--- config.mk ---
export PLATFORM = sky130hd
export DESIGN_NAME = core_switch_ctrl_flat
export DESIGN_NICKNAME = d
export VERILOG_FILES = /design/src/rtl/core_switch_ctrl_pkg.sv /design/src/rtl/core_switch_ctrl_if.sv /design/src/rtl/core_switch_ctrl_ms_tick_gen.sv /design/src/rtl/core_switch_ctrl.sv /design/src/flat_wrapper.sv
export SDC_FILE = /design/constraint.sdc
export NUM_CORES = 1
export LEC_CHECK = 0
export ABC_AREA = 0
export CORE_MARGIN = 10
export CORE_UTILIZATION = 48
export DETAILED_ROUTE_END_ITERATION = 6
export DONT_BUFFER_PORTS = 1
export GPL_ROUTABILITY_DRIVEN = 0
export PLACE_DENSITY = 0.67
export RECOVER_POWER = 100
export SYNTH_ARGS = -nofsm -noshare
export SYNTH_HDL_FRONTEND = slang
export SYNTH_HIERARCHICAL = 1
export SYNTH_SLANG_ARGS = --single-unit
export TNS_END_PERCENT = 30
--- constraint.sdc ---
create_clock -name clk -period 3.03 [get_ports clk]
set_input_delay 0.303 -clock clk [delete_from_list [all_inputs] [get_ports clk]]
set_output_delay 0.303 -clock clk [all_outputs]
set_load 0.02 [all_outputs]
--- src/rtl/core_switch_ctrl_pkg.sv ---
// Shared definitions for the core switchover controller: state encodings,
// default timing parameters and a saturating counter helper.
package core_switch_ctrl_pkg;

   // Default timing: 14.7456 MHz oscillator, 1 ms granularity
   localparam int MS_TICKS_DEF   = 14746;
   localparam int STARTUP_MS_DEF = 200;
   localparam int GUARD_MS_DEF   = 5;

   // Encoding is visible on the debug state output, so keep values fixed
   typedef enum logic [2:0] {
      ST_INIT   = 3'd0,
      ST_A_ACT  = 3'd1,
      ST_B_ACT  = 3'd2,
      ST_SWITCH = 3'd3,
      ST_NONE   = 3'd4
   } state_t;

   // 8-bit increment that sticks at 255 instead of wrapping
   function automatic logic [7:0] sat_inc8(input logic [7:0] v);
      return (v == 8'hFF) ? v : v + 8'd1;
   endfunction

endpackage

--- src/rtl/core_switch_ctrl_if.sv ---
// Bundle of heartbeat inputs, manual request and owner-select outputs.
// master = the environment (detectors, mux), slave = the controller.
interface core_switch_ctrl_if;
   logic       alive_a;
   logic       alive_b;
   logic       manual_req;
   logic       manual_sel;
   logic       sel_b;
   logic       active_valid;
   logic       switch_pulse;
   logic [7:0] switch_cnt;
   logic [2:0] state;

   modport master (
      output alive_a, alive_b, manual_req, manual_sel,
      input  sel_b, active_valid, switch_pulse, switch_cnt, state
   );

   modport slave (
      input  alive_a, alive_b, manual_req, manual_sel,
      output sel_b, active_valid, switch_pulse, switch_cnt, state
   );
endinterface

--- src/rtl/core_switch_ctrl_ms_tick_gen.sv ---
// Millisecond prescaler: counts 0..MS_TICKS-1 and flags the last count as
// ms_tick. A synchronous clear restarts the window so timed states always
// begin on a full millisecond.
module ms_tick_gen
   import core_switch_ctrl_pkg::*;
#(
   parameter int MS_TICKS = MS_TICKS_DEF
)(
   input  logic clk,
   input  logic rst,
   input  logic clr_i,
   output logic ms_tick_o
);
   localparam int          CW   = (MS_TICKS > 1) ? $clog2(MS_TICKS) : 1;
   localparam logic [CW-1:0] LAST = CW'(MS_TICKS - 1);

   logic [CW-1:0] cnt_q;
   logic [CW-1:0] cnt_d;

   // Next count: clear wins, otherwise wrap at the last tick of the window
   always_comb begin
      cnt_d = cnt_q;
      if (clr_i || (cnt_q == LAST)) begin
         cnt_d = '0;
      end else begin
         cnt_d = cnt_q + 1'b1;
      end
   end

   // Prescaler register
   always_ff @(posedge clk or posedge rst) begin
      if (rst) begin
         cnt_q <= '0;
      end else begin
         cnt_q <= cnt_d;
      end
   end

   // Tick is a plain decode; consumers must not feed it back into clr_i
   // combinationally through a gate on the tick itself.
   assign ms_tick_o = (cnt_q == LAST);

endmodule

--- src/rtl/core_switch_ctrl.sv ---
// Core A/B ownership controller. Waits for the heartbeat detectors to
// settle, picks an owner, and moves ownership only on owner failure or a
// valid manual request. Every ownership change passes through a muted
// guard window. Ownership is sticky: a recovering non-owner never takes
// over on its own.
module core_switch_ctrl
   import core_switch_ctrl_pkg::*;
#(
   parameter int MS_TICKS   = MS_TICKS_DEF,
   parameter int STARTUP_MS = STARTUP_MS_DEF,
   parameter int GUARD_MS   = GUARD_MS_DEF
)(
   input  logic              clk,
   input  logic              rst,
   core_switch_ctrl_if.slave ctrl_if
);
   localparam int SCW = $clog2(STARTUP_MS + 1);
   localparam int GCW = $clog2(GUARD_MS + 1);
   localparam logic [SCW-1:0] STARTUP_LAST = SCW'(STARTUP_MS - 1);
   localparam logic [GCW-1:0] GUARD_LAST   = GCW'(GUARD_MS - 1);

   state_t         state_q, state_d;
   logic           sel_b_q, sel_b_d;
   logic           active_valid_q, active_valid_d;
   logic           switch_pulse_q, switch_pulse_d;
   logic [7:0]     switch_cnt_q, switch_cnt_d;
   logic [SCW-1:0] startup_cnt_q, startup_cnt_d;
   logic [GCW-1:0] guard_cnt_q, guard_cnt_d;

   logic ms_tick;
   logic enter_sw;
   logic go_req;
   logic go_tgt;
   logic alive_tgt;
   logic alive_oth;

   ms_tick_gen #(
      .MS_TICKS (MS_TICKS)
   ) u_ms_tick_gen (
      .clk       (clk),
      .rst       (rst),
      .clr_i     (enter_sw),
      .ms_tick_o (ms_tick)
   );

   // Next-state logic: per-state rules raise go_req/go_tgt, then a single
   // resolver decides between a direct hand-off and a guarded switchover.
   always_comb begin
      state_d        = state_q;
      sel_b_d        = sel_b_q;
      switch_pulse_d = 1'b0;
      switch_cnt_d   = switch_cnt_q;
      startup_cnt_d  = startup_cnt_q;
      guard_cnt_d    = guard_cnt_q;
      enter_sw       = 1'b0;
      go_req         = 1'b0;
      go_tgt         = sel_b_q;
      alive_tgt      = sel_b_q ? ctrl_if.alive_b : ctrl_if.alive_a;
      alive_oth      = sel_b_q ? ctrl_if.alive_a : ctrl_if.alive_b;

      case (state_q)
         ST_INIT: begin
            if (ms_tick) begin
               if (startup_cnt_q == STARTUP_LAST) begin
                  if (ctrl_if.alive_a) begin
                     state_d = ST_A_ACT;
                  end else if (ctrl_if.alive_b) begin
                     go_req = 1'b1;
                     go_tgt = 1'b1;
                  end else begin
                     state_d = ST_NONE;
                  end
               end else begin
                  startup_cnt_d = startup_cnt_q + 1'b1;
               end
            end
         end

         ST_A_ACT: begin
            // Owner failure is evaluated first so it overrides a manual request
            if (!ctrl_if.alive_a) begin
               if (ctrl_if.alive_b) begin
                  go_req = 1'b1;
                  go_tgt = 1'b1;
               end else begin
                  state_d = ST_NONE;
               end
            end else if (ctrl_if.manual_req && ctrl_if.manual_sel && ctrl_if.alive_b) begin
               go_req = 1'b1;
               go_tgt = 1'b1;
            end
         end

         ST_B_ACT: begin
            if (!ctrl_if.alive_b) begin
               if (ctrl_if.alive_a) begin
                  go_req = 1'b1;
                  go_tgt = 1'b0;
               end else begin
                  state_d = ST_NONE;
               end
            end else if (ctrl_if.manual_req && !ctrl_if.manual_sel && ctrl_if.alive_a) begin
               go_req = 1'b1;
               go_tgt = 1'b0;
            end
         end

         ST_SWITCH: begin
            if (ms_tick) begin
               if (guard_cnt_q == GUARD_LAST) begin
                  if (alive_tgt) begin
                     state_d = sel_b_q ? ST_B_ACT : ST_A_ACT;
                  end else if (alive_oth) begin
                     go_req = 1'b1;
                     go_tgt = ~sel_b_q;
                  end else begin
                     state_d = ST_NONE;
                  end
               end else begin
                  guard_cnt_d = guard_cnt_q + 1'b1;
               end
            end
         end

         ST_NONE: begin
            // A is preferred when both come back in the same cycle
            if (ctrl_if.alive_a) begin
               go_req = 1'b1;
               go_tgt = 1'b0;
            end else if (ctrl_if.alive_b) begin
               go_req = 1'b1;
               go_tgt = 1'b1;
            end
         end

         default: begin
            state_d = ST_INIT;
         end
      endcase

      // Hand-off resolver: same owner needs no mute window
      if (go_req) begin
         if (go_tgt == sel_b_q) begin
            state_d = go_tgt ? ST_B_ACT : ST_A_ACT;
         end else begin
            state_d        = ST_SWITCH;
            sel_b_d        = go_tgt;
            switch_pulse_d = 1'b1;
            switch_cnt_d   = sat_inc8(switch_cnt_q);
            guard_cnt_d    = '0;
            enter_sw       = 1'b1;
         end
      end

      active_valid_d = (state_d == ST_A_ACT) || (state_d == ST_B_ACT);
   end

   // State, counters and registered outputs
   always_ff @(posedge clk or posedge rst) begin
      if (rst) begin
         state_q        <= ST_INIT;
         sel_b_q        <= 1'b0;
         active_valid_q <= 1'b0;
         switch_pulse_q <= 1'b0;
         switch_cnt_q   <= 8'd0;
         startup_cnt_q  <= '0;
         guard_cnt_q    <= '0;
      end else begin
         state_q        <= state_d;
         sel_b_q        <= sel_b_d;
         active_valid_q <= active_valid_d;
         switch_pulse_q <= switch_pulse_d;
         switch_cnt_q   <= switch_cnt_d;
         startup_cnt_q  <= startup_cnt_d;
         guard_cnt_q    <= guard_cnt_d;
      end
   end

   assign ctrl_if.sel_b        = sel_b_q;
   assign ctrl_if.active_valid = active_valid_q;
   assign ctrl_if.switch_pulse = switch_pulse_q;
   assign ctrl_if.switch_cnt   = switch_cnt_q;
   assign ctrl_if.state        = state_q;

endmodule

--- src/flat_wrapper.sv ---
// flat-port wrapper written by rule: the top's interface ports become plain ports
module core_switch_ctrl_flat import core_switch_ctrl_pkg::*;
#(
   parameter int MS_TICKS   = MS_TICKS_DEF,
   parameter int STARTUP_MS = STARTUP_MS_DEF,
   parameter int GUARD_MS   = GUARD_MS_DEF
)
  (clk, rst, ctrl_if_alive_a, ctrl_if_alive_b, ctrl_if_manual_req, ctrl_if_manual_sel, ctrl_if_sel_b, ctrl_if_active_valid, ctrl_if_switch_pulse, ctrl_if_switch_cnt, ctrl_if_state);
  core_switch_ctrl_if ctrl_if_i ();
  input  logic clk;
  input  logic rst;
  input wire logic [$bits(ctrl_if_i.alive_a)-1:0] ctrl_if_alive_a;
  input wire logic [$bits(ctrl_if_i.alive_b)-1:0] ctrl_if_alive_b;
  input wire logic [$bits(ctrl_if_i.manual_req)-1:0] ctrl_if_manual_req;
  input wire logic [$bits(ctrl_if_i.manual_sel)-1:0] ctrl_if_manual_sel;
  output wire logic [$bits(ctrl_if_i.sel_b)-1:0] ctrl_if_sel_b;
  output wire logic [$bits(ctrl_if_i.active_valid)-1:0] ctrl_if_active_valid;
  output wire logic [$bits(ctrl_if_i.switch_pulse)-1:0] ctrl_if_switch_pulse;
  output wire logic [$bits(ctrl_if_i.switch_cnt)-1:0] ctrl_if_switch_cnt;
  output wire logic [$bits(ctrl_if_i.state)-1:0] ctrl_if_state;
  assign ctrl_if_i.alive_a = ctrl_if_alive_a;
  assign ctrl_if_i.alive_b = ctrl_if_alive_b;
  assign ctrl_if_i.manual_req = ctrl_if_manual_req;
  assign ctrl_if_i.manual_sel = ctrl_if_manual_sel;
  assign ctrl_if_sel_b = ctrl_if_i.sel_b;
  assign ctrl_if_active_valid = ctrl_if_i.active_valid;
  assign ctrl_if_switch_pulse = ctrl_if_i.switch_pulse;
  assign ctrl_if_switch_cnt = ctrl_if_i.switch_cnt;
  assign ctrl_if_state = ctrl_if_i.state;
  core_switch_ctrl #(.MS_TICKS(MS_TICKS), .STARTUP_MS(STARTUP_MS), .GUARD_MS(GUARD_MS)) u_core (.clk(clk), .rst(rst), .ctrl_if(ctrl_if_i));
endmodule
== Yosys cells after proc, flatten, opt, wreduce, memory -nomap -nowiden ==
Cells that the tools add are included.

* Register bits: 39
* Bits of input ports: 6
* Output and inout port bits: 14

* $add $sub $neg: 4
* Equal/unequal tests: 11
* Muxes and demuxes: 56
* Bitwise operators: 4
* Reduce and logical (&&, ||, !) cells: 11

{| class="wikitable"
|+ Operators by type and width
! operator !! count
|-
| $mux 3 || 18
|-
| $mux 1 || 32
|-
| $add 8x1->8 const B || 2
|-
| $eq 8x8->1 const B || 2
|-
| $pmux 3 s5 || 1
|-
| $add 14x1->14 const B || 1
|-
| $eq 14x14->1 const B || 1
|-
| $mux 14 || 1
|-
| $pmux 1 s5 || 2
|-
| $eq 3x2->1 const B || 3
|-
| $eq 3x1->1 const B || 2
|-
| $eq 3x3->1 const B || 2
|-
| $reduce_and 3->1 || 2
|-
| $logic_and 1x1->1 || 4
|-
| $mux 2 || 2
|-
| $not 1->1 || 4
|-
| $add 3x1->3 const B || 1
|-
| $logic_not 3->1 || 1
|-
| $logic_or 1x1->1 || 2
|-
| $reduce_and 2->1 || 1
|-
| $eq 1x1->1 || 1
|-
| $logic_not 1->1 || 1
|}

== Depth between registers and ports, before layout ==
Gate-level depths: netlist of run 1.

* Depth after elaboration: 11
* Gate-level depth with buffers: 18
* Depth with buffers taken out: 16

== Cells and area by module ==
Netlist of run 1, hierarchy kept.

{| class="wikitable"
|+ Modules (own cells, without submodules)
! module !! times used !! cells each !! area each (µm²) !! sequential area each (µm²)
|-
| core_switch_ctrl || 1 || 164 || 1626.6 || 625.6
|-
| ms_tick_gen || 1 || 74 || 743.2 || 350.3
|}

== Least setup slack after synthesis of run 1 ==
OpenSTA, ideal clock, no wires.

* Path type: register to register
* Start: register u_core.u_ms_tick_gen.cnt_q[1]
* End: register u_core.switch_cnt_q[4], in the netlist u_core/ctrl_if.switch_cnt[4]
* Library setup time: 0.125 ns
* Arrival time: 3.094 ns
* Data required time: 2.905 ns
* Path slack: -0.189 ns
* Cell stages (with the launch flop): 17
* Period minus slack after synthesis: 3.219 ns
* Cell sequence: dfrtp_1 -> inv_1 -> ha_1 -> and4b_1 -> nand3_2 -> nor4_1 -> nand3_1 -> o21ai_0 -> o21ai_0 -> a31oi_1 -> nand3_1 -> o31a_1 -> ha_1 -> o31a_4 -> buf_8 -> nand4_4 -> mux2_4

* Longest elaborated chain between the ends: 6

{| class="wikitable"
|+ Ends and longest elaborated chain
! item !! line !! source
|-
| from (decl) || core_switch_ctrl_ms_tick_gen.sv:17 || <nowiki>logic [CW-1:0] cnt_q;</nowiki>
|-
| from (signal assigned) || core_switch_ctrl_ms_tick_gen.sv:35 || <nowiki>cnt_q <= cnt_d;</nowiki>
|-
| $eq 14x14->1 (*) || core_switch_ctrl_ms_tick_gen.sv:41 || <nowiki>assign ms_tick_o = (cnt_q == LAST);</nowiki>
|-
| named net u_core.ms_tick || core_switch_ctrl.sv:30 || <nowiki>logic ms_tick;</nowiki>
|-
| $mux 1 (on tied branches) || core_switch_ctrl.sv:109, core_switch_ctrl.sv:63 ||
|-
| $pmux 1 s5 || core_switch_ctrl.sv:61 || <nowiki>case (state_q)</nowiki>
|-
| $eq 1x1->1 || core_switch_ctrl.sv:143 || <nowiki>if (go_tgt == sel_b_q) begin</nowiki>
|-
| $not 1->1 (no line) || -- ||
|-
| $reduce_and 3->1 (no line) (*) || -- ||
|-
| to (signal assigned) || core_switch_ctrl.sv:173 || <nowiki>switch_cnt_q <= switch_cnt_d;</nowiki>
|-
| to (decl) || core_switch_ctrl.sv:26 || <nowiki>logic [7:0] switch_cnt_q, switch_cnt_d;</nowiki>
|}

The timed path passes the listed nets; every way through them passes the cells marked *.
A chain may end at the register's enable or synchronous reset.

== Worst setup path after layout of run 1 ==
* Start: register u_core.u_ms_tick_gen.cnt_q[1]
* End: register u_core.switch_cnt_q[7], in the netlist u_core/ctrl_if.switch_cnt[7]

The elaborated chain is that of the path after synthesis.

==> results.md, run 1 <==
* Die Width at 90.3 um
* Reg clk slew, reported paths at 70 ps
* Ys Warns at 6
* # rows at 25
* RSZ-0062 raised after global routing: yes
* Reg2reg setup slack at 50 ps
* Number of global-route vias before repair at 1,819
* Fin crit share at 0.983
* Die Height at 90.3 um
* Mapped Cells at 238
* Seq cells post-synth at 39
* Post-synth EDFFs at 0
* Clock Tree Buf Depth at 2
* Layout cell share with drive strength beyond 1 at 0.187
* XOR/XNOR share of the synthesized area at 0.0887
* Post-Syn Nets at 252
* Status: finished clean
* Worst setup SP type: flop
* Primary FF master, synth: dfrtp_1
* FMAX at 336 MHz
* Root Driver: clkbuf_8
* Layout area overhead at 12.2%
* Slowest CP cell: dfrtp_1
* Worst Hold Class: input pin to async pin
* Compound-Gate Fraction of Synth Area at 0.0977
* Htree depth at 2
* Post-synthesis mux area share at 0.0428
* Critical path arrival at 3150 ps
* Critical Path, Cell by Cell: inv_1 -> ha_1 -> and4b_1 -> nand3_2 -> nor4_4 -> nand3_1 -> o21ai_1 -> o21ai_1 -> a31oi_1 -> nand3_1 -> o31a_1 -> ha_4 -> o31a_4 -> and3_4 -> mux2_4
* # diodes at 0
* Drt drc at 0
* Syn Area/Cell at 9.96 sq um
* Power, Total at 2.04 mW
* Via density at 5.58
* I/O Buffers at 0
* Crit path launch: u_core/u_ms_tick_gen/cnt_q[1]
* Synth Cell Area at 2370 sq um
* GR Overflow Total at 0
* Core box area at 4750 sq um
* CP endpoint kind: flop
* Wirelength per Cell at 15.6 um
* Count leader, synth: dfrtp_1
* Post-synthesis sequential area ratio at 0.412
* Reg2reg start: u_core/u_ms_tick_gen/cnt_q[1]
* Commonest cells in the netlist: 39 x dfrtp_1, 21 x nor2_1, 19 x nand2_1
* Largest net degree at the start of global routing at 26
* Main combinational cell family by area after synthesis: simple AND/OR/NAND/NOR gates
* Setup TNS at 0 ps
* Setup-failing EPs final at 0
* Final-report hold violation count at 0
* Top cells by area, synth: dfrtp_1 41%, xnor2_1 5.2%, ha_1 4.2%
* HPWL Detailed at 3.64 mm
* Initial Util at 0.498
* Terminus of the critical flop-to-flop path: u_core/ctrl_if.switch_cnt[7]
* Global-route wire length before repair at 8.58 mm
* Clk_lat worst skew at 280 ps
* Placed Cells at 309
* IO Pins at 20
* Synth Area in Simple Gates at 0.265
* Post-route setup slack at 51.1 ps
* CTS tree: done
* Initial antenna violation count at 0
* DP Worst Slack at -83.5 ps
* Max-capacitance violation count at 0
* Final WL at 5.07 mm
* Adder-cell area share of the yosys netlist at 0.0422
* Filler cells at 445
* Nets@finish at 270
* Die footprint at 8150 sq um
* Highest cell delay on the worst timing path at 380 ps
* Critical Path RT at 3200 ps
* Fin cells at 324
* Ys async rst share at 1.00
* Pwr dens at 766 nW/um^2
* Worst-Margin Slew at 930 ps
* Crit-path max FO at 5
* GRT Total Usage at 0.122
* Worst ir drop on vdd at 0.421 mV
* DR vias at 1,809
* Share of the synthesized area in the top cell type at 0.412
* Antenna Nets Post-Route at 0
* Relative slew slack at 0.379
* Worst setup path class: flop to flop
* DR iter-0 viols at 110
* First drt pass iteration count at 4
* Min Tclk post-route at 2980 ps
* Worst setup path end: u_core/ctrl_if.switch_cnt[7]
* Max Slew Vio Count at 0
* TritonCTS Sinks at 39
* Leak Pwr at 1.19 nW
* CTS Buf Count at 5
* Reg2Reg Depth at 15
* Clock Skews at 5.35 ps
* Yosys cell types at 53
* Largest area contributor in the netlist: dfrtp_1
-- timing repair --
| item | in CTS | in global routing |
|---|---|---|
| setup endpoints to repair | 6 | 23 |
| pin swaps | 1 | 17 |
| cloned | 0 | 1 |
| hold endpoints to repair | 14 | 0 |
| hold buffers | 1 | 0 |
| setup buffers | 2 | 3 |
| resized for setup | 0 | 7 |
-- placed cells by master, fill, tap and decap left out, types with 5 or more instances in the layout --
cell type,instances
xor2_1,10
buf_4,18
nand4_1,10
nor3_1,6
dfrtp_1,39
and3_1,8
xnor2_1,14
clkbuf_8,5
nor2_1,21
a21oi_1,7
nand2_1,19
nand3_1,15
and3_4,5
ha_1,7
inv_1,9
-- layer usage --
| metal | wire length, um | share of wire | GRT usage | up-vias |
|---|---|---|---|---|
| li1 | - | - | - | 896 |
| met1 | 2540 | 0.50 | 0.162 | 874 |
| met2 | 2260 | 0.45 | 0.196 | 37 |
| met3 | 252 | 0.050 | 0.0283 | 2 |
| met4 | 14 | 0.0028 | 0.0318 | 0 |
| met5 | 0 | 0 | 0 | - |
-- where the power goes --
group | switching (mW) | total [mW] | internal (mW)
sequential | 0.183 | 0.818 | 0.635
combinational | 0.489 | 0.889 | 0.400
clock | 0.169 | 0.331 | 0.162
-- worst min-delay path by stage --
stage | cells after the start | slack (ps) | to | start
finish | 1 | 120 | u_core/ctrl_if.switch_cnt[5] | rst
detailed placement | 1 | 270 | u_core/u_ms_tick_gen/cnt_q[4] | rst
global route | 1 | 180 | u_core/ctrl_if.switch_cnt[3] | rst
global placement | 1 | 270 | u_core/u_ms_tick_gen/cnt_q[3] | rst
CTS | 1 | 150 | u_core/ctrl_if.switch_cnt[7] | rst
floorplan | 1 | 190 | u_core/u_ms_tick_gen/cnt_q[0] | rst
-- critical path: cells and delay by family, from the launching register on --
family / cells / cell delay [ps]
AOI/OAI and AO/OA: 5 / 690
muxes: 1 / 290
and+or+nand+nor: 6 / 1020
adders and majority gates: 2 / 430
DFF: 1 / 380
buffers and inverters: 1 / 70
-- registers in the layout, summed over array words and instances (netlist names) --
register and count:
u_core/ctrl_if.switch_pulse 1, u_core/ctrl_if.state 3, u_core/startup_cnt_q 8, u_core/u_ms_tick_gen/cnt_q 14
u_core/guard_cnt_q 3, u_core/ctrl_if.sel_b 1, u_core/ctrl_if.active_valid 1, u_core/ctrl_if.switch_cnt 8
-- final cells by class --
class,count,area (sq um),share of cell area
Sequential cell,39,976,0.367
Tap cell,67,83.8,0.0315
Inverter,10,40.0,0.0151
Clock inverter,1,5.00,0.00188
Timing Repair Buffer,20,149,0.0560
Clock buffer,7,76.3,0.0287
Multi-Input combinational cell,180,1330,0.500
-- stage by stage --
stage	hold slack, ps	util	cell area, sq um
floorplan	192	-	2380
global placement	266	0.524	2490
detailed placement	268	0.524	2490
CTS	148	0.546	2600
global route	182	0.559	2660
finish	117	0.559	2660
-- cells by family after synthesis --
family	after synthesis
flops	39
mux	8
simple gates	110
xor+xnor	24
fa+ha+maj	8
compound gates	29
buf+inv	20
(Power assumes the default switching activity.)
==> run 2: changes to the inputs <==
--- a/config.mk
+++ b/config.mk
@@ -11,7 +11,7 @@
 export DETAILED_ROUTE_END_ITERATION = 6
 export DONT_BUFFER_PORTS = 1
 export GPL_ROUTABILITY_DRIVEN = 0
-export PLACE_DENSITY = 0.67
+export PLACE_DENSITY = 0.65
 export RECOVER_POWER = 100
 export SYNTH_ARGS = -nofsm -noshare
 export SYNTH_HDL_FRONTEND = slang
==> results.md, run 2 (synthesized netlist as in run 1, its figures left out) <==
* Status: finished clean
* Worst-Margin Slew at 954 ps
* Die footprint at 8150 sq um
* TritonCTS Sinks at 39
* Setup-failing EPs final at 0
* HPWL Detailed at 3.46 mm
* Root Driver: clkbuf_8
* Reg2Reg Depth at 15
* Htree depth at 2
* Initial antenna violation count at 0
* Pwr dens at 763 nW/um^2
* Final WL at 4.99 mm
* GRT Total Usage at 0.119
* Clk_lat worst skew at 300 ps
* Commonest non-fill, non-tap cells in the layout: 39 x dfrtp_1, 21 x nor2_1, 19 x nand2_1
* Antenna Nets Post-Route at 0
* FMAX at 342 MHz
* Worst setup path class: flop to flop
* GR Overflow Total at 0
* Core box area at 4750 sq um
* Fin crit share at 0.966
* Number of global-route vias before repair at 1,684
* Final-report hold violation count at 0
* Wirelength per Cell at 15.5 um
* First drt pass iteration count at 4
* Reg2reg setup slack at 100 ps
* Clock Tree Buf Depth at 2
* DR iter-0 viols at 214
* Leak Pwr at 1.19 nW
* Initial Util at 0.498
* Max FFs per register at 14
* Nets@finish at 268
* Reg2reg start: u_core/u_ms_tick_gen/cnt_q[1]
* Filler cells at 430
* Via density at 5.72
* Max Slew Vio Count at 0
* Relative slew slack at 0.363
* Post-route setup slack at 103 ps
* Commonest non-fill, non-tap cell in the layout: dfrtp_1
* Terminus of the critical flop-to-flop path: u_core/ctrl_if.switch_cnt[7]
* # rows at 25
* Max-capacitance violation count at 0
* Global-route wire length before repair at 8.18 mm
* # diodes at 0
* Critical path arrival at 3120 ps
* Die Width at 90.3 um
* Layout area overhead at 10.7%
* Worst Hold Class: input pin to async pin
* Worst setup SP type: flop
* Min Tclk post-route at 2930 ps
* Die Height at 90.3 um
* Worst ir drop on vdd at 0.372 mV
* DR vias at 1,842
* CTS tree: done
* Drt drc at 0
* CP endpoint kind: flop
* IO Pins at 20
* Reg clk slew, reported paths at 80 ps
* Clock Skews at 8.14 ps
* Largest reg by FF count: u_core/u_ms_tick_gen/cnt_q
* I/O Buffers at 0
* Crit-path max FO at 5
* Util after Layout at 0.552
* DP Worst Slack at 42.7 ps
* Critical Path RT at 3220 ps
* Layout cell share with drive strength beyond 1 at 0.161
* Largest net degree at the start of global routing at 26
* CTS Buf Count at 5
[run 2: final cells by class]
type / instances / area [sq um] / share of cell area
Clock buffer: 5 / 68.8 / 0.0262
Clock inverter: 3 / 23.8 / 0.00906
Inverter: 10 / 40.0 / 0.0153
Multi-Input combinational cell: 180 / 1310 / 0.499
Sequential cell: 39 / 976 / 0.372
Tap cell: 67 / 83.8 / 0.0320
Timing Repair Buffer: 18 / 123 / 0.0467
[run 2: stage by stage]
step	setup TNS, ps	cells	power (mW)	hold slack, ps	instance area, sq um
global route	-709	322	2.15	178	2620
detailed placement	0	309	1.60	261	2490
CTS	0	318	1.97	131	2590
global placement	0	309	1.58	253	2490
floorplan	0	238	1.42	192	2380
finish	0	322	2.00	103	2620
[run 2: repair_timing]
item                       CTS  global route
resized for setup            0             2
setup buffers                0             3
hold endpoints to repair    14             0
setup endpoints to repair    0            20
hold buffers                 1             0
[run 2: critical path: stages, from the launching register on]
cell	delay, ps
dfrtp_1	380
inv_1	50
ha_1	120
and4b_1	200
nand3_2	110
nor4_4	200
nand3_1	130
o21ai_1	120
o21ai_0	80
a31oi_1	200
nand3_1	140
o31a_1	150
ha_4	290
o31a_4	170
and3_1	180
mux2_4	290
[run 2: where the power goes]
part	internal [mW]	total [mW]	switching, mW
combinational	0.357	0.824	0.468
clock	0.164	0.360	0.195
sequential	0.635	0.818	0.183
total	1.16	2.00	0.846
[run 2: worst max path at each step]
stage                                       start  depth (start not counted)                      endpoint
finish              u_core/u_ms_tick_gen/cnt_q[1]                         15  u_core/ctrl_if.switch_cnt[7]
global route        u_core/u_ms_tick_gen/cnt_q[1]                         15  u_core/ctrl_if.switch_cnt[7]
CTS                 u_core/u_ms_tick_gen/cnt_q[1]                         15  u_core/ctrl_if.switch_cnt[7]
detailed placement  u_core/u_ms_tick_gen/cnt_q[1]                         15  u_core/ctrl_if.switch_cnt[7]
global placement    u_core/u_ms_tick_gen/cnt_q[1]                         15  u_core/ctrl_if.switch_cnt[7]
floorplan           u_core/u_ms_tick_gen/cnt_q[1]                         16  u_core/ctrl_if.switch_cnt[4]
[run 2: metal layers]
layer	up-vias	routed length (um)	GRT usage
li1	887	-	-
met4	0	80	0.0438
met1	871	2290	0.154
met2	70	2280	0.177
met3	14	340	0.0441
met5	-	0	0
